===== src/rtl/imem_loader_if.sv =====
// Byte-stream input and instruction-memory write port of the boot loader.
// master = loader side, slave = stream source / memory side.
`timescale 1ns/1ps
interface imem_loader_if;
  logic        rx_valid;
  logic [7:0]  rx_data;
  logic        rx_ready;
  logic        wr_en;
  logic [31:0] wr_addr;
  logic [31:0] wr_data;

  modport master (
    input  rx_valid,
    input  rx_data,
    output rx_ready,
    output wr_en,
    output wr_addr,
    output wr_data
  );

  modport slave (
    output rx_valid,
    output rx_data,
    input  rx_ready,
    input  wr_en,
    input  wr_addr,
    input  wr_data
  );
endinterface


===== src/rtl/imem_loader.sv =====
// Boot-time instruction-memory loader: receives a length/data/checksum byte frame,
// writes little-endian words and releases the core only after a verified image.
`timescale 1ns/1ps
module imem_loader #(
  parameter int unsigned DEPTH_WORDS = 256,
  parameter logic [31:0] BASE_ADDR   = 32'h0000_0000
) (
  input  logic          clk,
  input  logic          reset,
  input  logic          start,
  imem_loader_if.master bus,
  output logic          core_reset,
  output logic          busy,
  output logic          done,
  output logic          error
);

  localparam int unsigned IDX_W = $clog2(DEPTH_WORDS + 1);

  typedef enum logic [2:0] {
    S_IDLE,
    S_LEN,
    S_DATA,
    S_CSUM,
    S_DONE,
    S_ERR
  } state_t;

  state_t           state_q, state_d;
  logic [1:0]       byte_cnt_q, byte_cnt_d;
  logic [IDX_W-1:0] word_idx_q, word_idx_d;
  logic [31:0]      len_q, len_d;
  logic [7:0]       csum_q, csum_d;
  logic [31:0]      word_q, word_d;
  logic             rx_ready_q, rx_ready_d;
  logic             wr_en_q, wr_en_d;
  logic [31:0]      wr_addr_q, wr_addr_d;
  logic [31:0]      wr_data_q, wr_data_d;
  logic             core_reset_q, core_reset_d;
  logic             busy_q, busy_d;
  logic             done_q, done_d;
  logic             error_q, error_d;

  logic             accept;
  logic [31:0]      len_ins;
  logic [31:0]      word_ins;
  logic             last_word;
  logic             in_load;

  // Next-state, datapath and registered-output decode
  always_comb begin
    state_d      = state_q;
    byte_cnt_d   = byte_cnt_q;
    word_idx_d   = word_idx_q;
    len_d        = len_q;
    csum_d       = csum_q;
    word_d       = word_q;
    wr_en_d      = 1'b0;
    wr_addr_d    = wr_addr_q;
    wr_data_d    = wr_data_q;

    accept       = bus.rx_valid && rx_ready_q;
    len_ins      = len_q;
    len_ins[{byte_cnt_q, 3'b000} +: 8]  = bus.rx_data;
    word_ins     = word_q;
    word_ins[{byte_cnt_q, 3'b000} +: 8] = bus.rx_data;
    last_word    = (32'(word_idx_q) + 32'd1) == len_q;

    case (state_q)
      S_IDLE, S_DONE, S_ERR: begin
        if (start) begin
          state_d    = S_LEN;
          byte_cnt_d = 2'd0;
          word_idx_d = '0;
          len_d      = 32'd0;
          csum_d     = 8'd0;
          word_d     = 32'd0;
        end
      end

      S_LEN: begin
        if (accept) begin
          len_d      = len_ins;
          byte_cnt_d = byte_cnt_q + 2'd1;
          if (byte_cnt_q == 2'd3) begin
            if (len_ins > 32'(DEPTH_WORDS)) begin
              state_d = S_ERR;
            end else if (len_ins == 32'd0) begin
              state_d = S_CSUM;
            end else begin
              state_d = S_DATA;
            end
          end
        end
      end

      S_DATA: begin
        if (accept) begin
          word_d     = word_ins;
          csum_d     = csum_q ^ bus.rx_data;
          byte_cnt_d = byte_cnt_q + 2'd1;
          // Fourth lane completes the word: write it and advance the index
          if (byte_cnt_q == 2'd3) begin
            wr_en_d    = 1'b1;
            wr_addr_d  = BASE_ADDR + 32'({word_idx_q, 2'b00});
            wr_data_d  = word_ins;
            word_idx_d = word_idx_q + IDX_W'(1);
            if (last_word) begin
              state_d = S_CSUM;
            end
          end
        end
      end

      S_CSUM: begin
        if (accept) begin
          state_d = (bus.rx_data == csum_q) ? S_DONE : S_ERR;
        end
      end

      default: state_d = S_IDLE;
    endcase

    // Status outputs are registered views of the state being entered
    in_load      = (state_d == S_LEN) || (state_d == S_DATA) || (state_d == S_CSUM);
    rx_ready_d   = in_load;
    busy_d       = in_load;
    done_d       = (state_d == S_DONE);
    error_d      = (state_d == S_ERR);
    core_reset_d = (state_d != S_DONE);
  end

  // State and datapath registers
  always_ff @(posedge clk) begin
    if (reset) begin
      state_q      <= S_IDLE;
      byte_cnt_q   <= 2'd0;
      word_idx_q   <= '0;
      len_q        <= 32'd0;
      csum_q       <= 8'd0;
      word_q       <= 32'd0;
      rx_ready_q   <= 1'b0;
      wr_en_q      <= 1'b0;
      wr_addr_q    <= BASE_ADDR;
      wr_data_q    <= 32'd0;
      core_reset_q <= 1'b1;
      busy_q       <= 1'b0;
      done_q       <= 1'b0;
      error_q      <= 1'b0;
    end else begin
      state_q      <= state_d;
      byte_cnt_q   <= byte_cnt_d;
      word_idx_q   <= word_idx_d;
      len_q        <= len_d;
      csum_q       <= csum_d;
      word_q       <= word_d;
      rx_ready_q   <= rx_ready_d;
      wr_en_q      <= wr_en_d;
      wr_addr_q    <= wr_addr_d;
      wr_data_q    <= wr_data_d;
      core_reset_q <= core_reset_d;
      busy_q       <= busy_d;
      done_q       <= done_d;
      error_q      <= error_d;
    end
  end

  assign bus.rx_ready = rx_ready_q;
  assign bus.wr_en    = wr_en_q;
  assign bus.wr_addr  = wr_addr_q;
  assign bus.wr_data  = wr_data_q;
  assign core_reset   = core_reset_q;
  assign busy         = busy_q;
  assign done         = done_q;
  assign error        = error_q;

endmodule

===== src/flat_wrapper.sv =====
// flat-port wrapper written by rule: the top's interface ports become plain ports
module imem_loader_flat 
#(
  parameter int unsigned DEPTH_WORDS = 256,
  parameter logic [31:0] BASE_ADDR   = 32'h0000_0000
)
  (clk, reset, start, core_reset, busy, done, error, bus_rx_valid, bus_rx_data, bus_rx_ready, bus_wr_en, bus_wr_addr, bus_wr_data);
  imem_loader_if bus_i ();
  input  logic clk;
  input  logic reset;
  input  logic start;
  output logic core_reset;
  output logic busy;
  output logic done;
  output logic error;
  input wire logic [$bits(bus_i.rx_valid)-1:0] bus_rx_valid;
  input wire logic [$bits(bus_i.rx_data)-1:0] bus_rx_data;
  output wire logic [$bits(bus_i.rx_ready)-1:0] bus_rx_ready;
  output wire logic [$bits(bus_i.wr_en)-1:0] bus_wr_en;
  output wire logic [$bits(bus_i.wr_addr)-1:0] bus_wr_addr;
  output wire logic [$bits(bus_i.wr_data)-1:0] bus_wr_data;
  assign bus_i.rx_valid = bus_rx_valid;
  assign bus_i.rx_data = bus_rx_data;
  assign bus_rx_ready = bus_i.rx_ready;
  assign bus_wr_en = bus_i.wr_en;
  assign bus_wr_addr = bus_i.wr_addr;
  assign bus_wr_data = bus_i.wr_data;
  imem_loader #(.DEPTH_WORDS(DEPTH_WORDS), .BASE_ADDR(BASE_ADDR)) u_core (.clk(clk), .reset(reset), .start(start), .bus(bus_i), .core_reset(core_reset), .busy(busy), .done(done), .error(error));
endmodule

===== config.mk =====
export PLATFORM = sky130hd
export DESIGN_NAME = imem_loader_flat
export DESIGN_NICKNAME = d
export VERILOG_FILES = /design/src/rtl/imem_loader_if.sv /design/src/rtl/imem_loader.sv /design/src/flat_wrapper.sv
export SDC_FILE = /design/constraint.sdc
export NUM_CORES = 1
export LEC_CHECK = 0
export CORE_ASPECT_RATIO = 0.5
export CORE_MARGIN = 2
export CORE_UTILIZATION = 45
export DETAILED_ROUTE_END_ITERATION = 16
export DONT_BUFFER_PORTS = 1
export HOLD_SLACK_MARGIN = 0.15
export SYNTH_ARGS = -nofsm -noshare
export SYNTH_HDL_FRONTEND = slang
export SYNTH_SLANG_ARGS = --single-unit
export TNS_END_PERCENT = 100

===== constraint.sdc =====
create_clock -name clk -period 6.22 [get_ports clk]
set_input_delay 1.866 -clock clk [delete_from_list [all_inputs] [get_ports clk]]
set_output_delay 1.866 -clock clk [all_outputs]
set_load 0.02 [all_outputs]

==> impl_metrics.py <==
metrics = {
    "sta": {
        "setup_ws_ps": 2300,
        "fmaxAchievable_mhz": 255,
        "max_slew_margin": 0.200,
        "setup_viol": 0,
        "fin_crit_ps": 3920,
        "setup_tns_ps": 0,
        "clock_skew_ps": 13.7,
        "worst_pin_slew_ps": 1200,
        "finalCritPeriodShare": 0.630,
        "final-hold-violation-count": 0,
        "rsz0062_at_grt": "no",
        "drv_slew": 0,
    },
    "clock_tree": {
        "post_cts_resized": 0,
        "clkLatencyLatePin_ps": 420,
        "cts_buffers": 17,
        "h-tree-depth": 4,
        "postCtsSetupRepairBufs": 0,
        "tritoncts": "yes",
        "cts_buffer_depth": 2,
        "clk_pin_slew_ps": 60,
        "cts.sinks": 132,
        "cts-root-buf": "clkbuf_16",
        "ctsHoldBuffers": 0,
    },
    "drt": {
        "dr.pass1.iters": 5,
        "via_per_inst": 5.83,
        "vias": 5442,
        "post-route-drc-count": 0,
        "drtIter0Drc": 474,
        "final_antenna_net_count": 0,
        "routedWlPerCell_um": 17.5,
        "drt_wl_total_um": 16400,
    },
    "worst_setup_path": {
        "arrival_ps": 4260,
        "slowest_stage": "nor3_2",
        "path_max_fanout": 27,
        "critPathRequiredTime_ps": 6560,
        "critPathKind": "in2reg",
        "crit_path_end_kind": "flop",
        "reg2reg_slack_ps": 2640,
        "cp_cell_sequence": "nand3_1 > nor3_2 > and2_2 > nand3_1 > or4_1 > o211a_1 > nor3_2",
        "startpoint_type": "primary input",
        "slowest_delay_ps": 670,
    },
    "global_route": {
        "use_met1": 0.327,
        "met2_usage": 0.330,
        "grt_max_degree": 133,
        "overflow": 0,
        "busiest_layer": "met2",
        "grt_pass1_vias": 4841,
        "antenna_found_initial": 0,
        "grtUsageTotal": 0.225,
        "met3_usage": 0.0545,
        "grt_pass1_wl_um": 26000,
    },
    "placed_design": {
        "dp_hpwl_um": 9750,
        "pre_cts_ws_ps": 1930,
        "gp_congestion": 0.836,
        "portBuffers": 0,
    },
    "final_layout": {
        "syn2layout_area_growth_pct": 7.79,
        "drive_above_1_share": 0.0621,
        "n_antenna_cell": 0,
        "finalNetCount": 747,
    },
    "hold_path": {
        "worstHoldPathType": "reg2reg",
    },
    "synth": {
        "syn_inst": 775,
        "synth_top_cell_by_area": "dfxtp_1",
        "synthTopCellsByArea": "dfxtp_1 42%, nor2_1 10%, a21oi_1 4.8%, a31oi_1 3.9%, a22oi_1 3.5%",
        "ys_types": 53,
        "ys_seq_area_frac": 0.424,
        "ys.flop_type": "dfxtp_1",
        "netlist.area_leader.share": 0.424,
        "ys_warn_count": 0,
        "synth_area_um2": 6230,
        "synth-edff-count": 0,
        "synth_most_common_cell": "nor2_1",
        "async_reset_ff_frac": 0,
        "ys_ff_latch": 132,
        "syn_area_per_cell_um2": 8.04,
        "synthTopCellsByCount": "167 x nor2_1, 132 x dfxtp_1, 60 x a21oi_1",
    },
    "outcome": {
        "status": "complete, no violations",
    },
    "pwr": {
        "leakage_nw": 2.31,
        "vdd_drop_max_mv": 0.210,
        "power_density_nw_per_um2": 295,
    },
    "die": {
        "die-width_um": 170,
        "pin_count": 82,
        "core_area_um2": 13600,
        "die_h_um": 87.2,
        "die_area_um2": 14900,
        "fp-row-count": 30,
        "start_util": 0.460,
    },
    "run": {
        "max_cap_viol_count": 0,
    },
}
-- cell type report --
type | count | area, um^2
sequential | 132 | 2640
timing repair buffer | 2 | 15.0
inverter | 5 | 18.8
clock inverter | 15 | 184
tap | 192 | 240
fill | 1321 | 6830
clock buffer | 17 | 425
multi-input combinational | 570 | 3190
-- flip-flops by register name, summed over array words and instances, names as in the netlist, 2 cells and up --
| register | cells |
|---|---|
| u_core.bus.wr_addr | 9 |
| u_core.bus.wr_data | 32 |
| u_core.byte_cnt_q | 2 |
| u_core.csum_q | 8 |
| u_core.len_q | 32 |
| u_core.state_q | 3 |
| u_core.word_idx_q | 9 |
| u_core.word_q | 32 |
-- where the power goes --
part / leakage (nW) / total [mW] / switching [mW] / internal [mW]
clock: 0.295 / 1.05 / 0.436 / 0.610
combinational: 0.947 / 0.0828 / 0.0616 / 0.0212
sequential: 1.06 / 0.856 / 0.00788 / 0.848
total: 2.31 / 1.99 / 0.506 / 1.48
-- cells in the final DEF, fill, tap and decap left out, types with 2 or more instances in the layout --
cell and count:
nand3b_1 4, xnor2_1 14, nor2b_1 24, inv_6 4, o21ai_1 3, a211oi_1 28, a31oi_1 39, bufinv_16 2
a32oi_1 11, ha_1 7, nor3b_1 3, xor2_1 8, nand2b_1 4, clkinvlp_4 2, o211ai_1 3, clkbuf_16 17
nand3_1 12, a21oi_1 60, o21ai_0 23, conb_1 23, inv_8 5, nor3_2 4, nand4_1 5, nor4_1 10
clkinv_4 2, inv_1 5, nor2_1 167, and3_4 3, or3_1 5, a221oi_1 4, nor3_1 11, or4_1 4
a22oi_1 29, dfxtp_1 132, o22ai_1 2, and4bb_1 2, buf_4 2, and2_1 3, nand2_1 37
-- kinds of logic (layout without fill, tap and decap cells) --
| kind of cell | after synthesis | count (layout) | share of synthesized area |
|---|---|---|---|
| buffers and inverters | 95 | 39 | 0.0775 |
| other | 1 | 23 | 0.000601 |
| AO/OA/AOI/OAI | 211 | 211 | 0.219 |
| multiplexers | 1 | 1 | 0.00161 |
| adder cells (fa/ha/maj) | 7 | 7 | 0.0140 |
| flip-flops | 132 | 132 | 0.424 |
| AND/OR/NAND/NOR | 306 | 306 | 0.233 |
| XOR/XNOR | 22 | 22 | 0.0309 |
-- path summary, 6_finish.rpt --
kind                   startpoint                   to  cells past startpoint
max                  bus_rx_valid         u_core.error                      7
min              u_core.len_q[25]     u_core.len_q[25]                      2
max reg2reg  u_core.byte_cnt_q[0]  u_core.bus.rx_ready                      9
min reg2reg      u_core.len_q[25]     u_core.len_q[25]                      2
-- per-layer routing --
metal | part of all wire | routed length, um
met5 | 0 | 0
met2 | 0.42 | 6900
met4 | 0.012 | 192
met1 | 0.49 | 8040
met3 | 0.075 | 1220
-- through the flow --
| step | cell area, um^2 | util | hold WS [ps] | instances | total power, mW |
|---|---|---|---|---|---|
| floorplan | 6320 | - | 454 | 797 | 0.967 |
| global placement | 6110 | 0.451 | 468 | 901 | 0.956 |
| detailed placement | 6110 | 0.451 | 477 | 901 | 0.956 |
| CTS | 6720 | 0.496 | 492 | 933 | 2.00 |
| global route | 6720 | 0.496 | 519 | 933 | 2.04 |
| finish | 6720 | 0.496 | 489 | 933 | 1.99 |
-- worst max-delay path, delay by kind of cell --
| kind | cells | cell delay, ps |
|---|---|---|
| AO/OA/AOI/OAI | 1 | 240 |
| AND/OR/NAND/NOR | 6 | 2130 |
(Power assumes the default switching activity.)
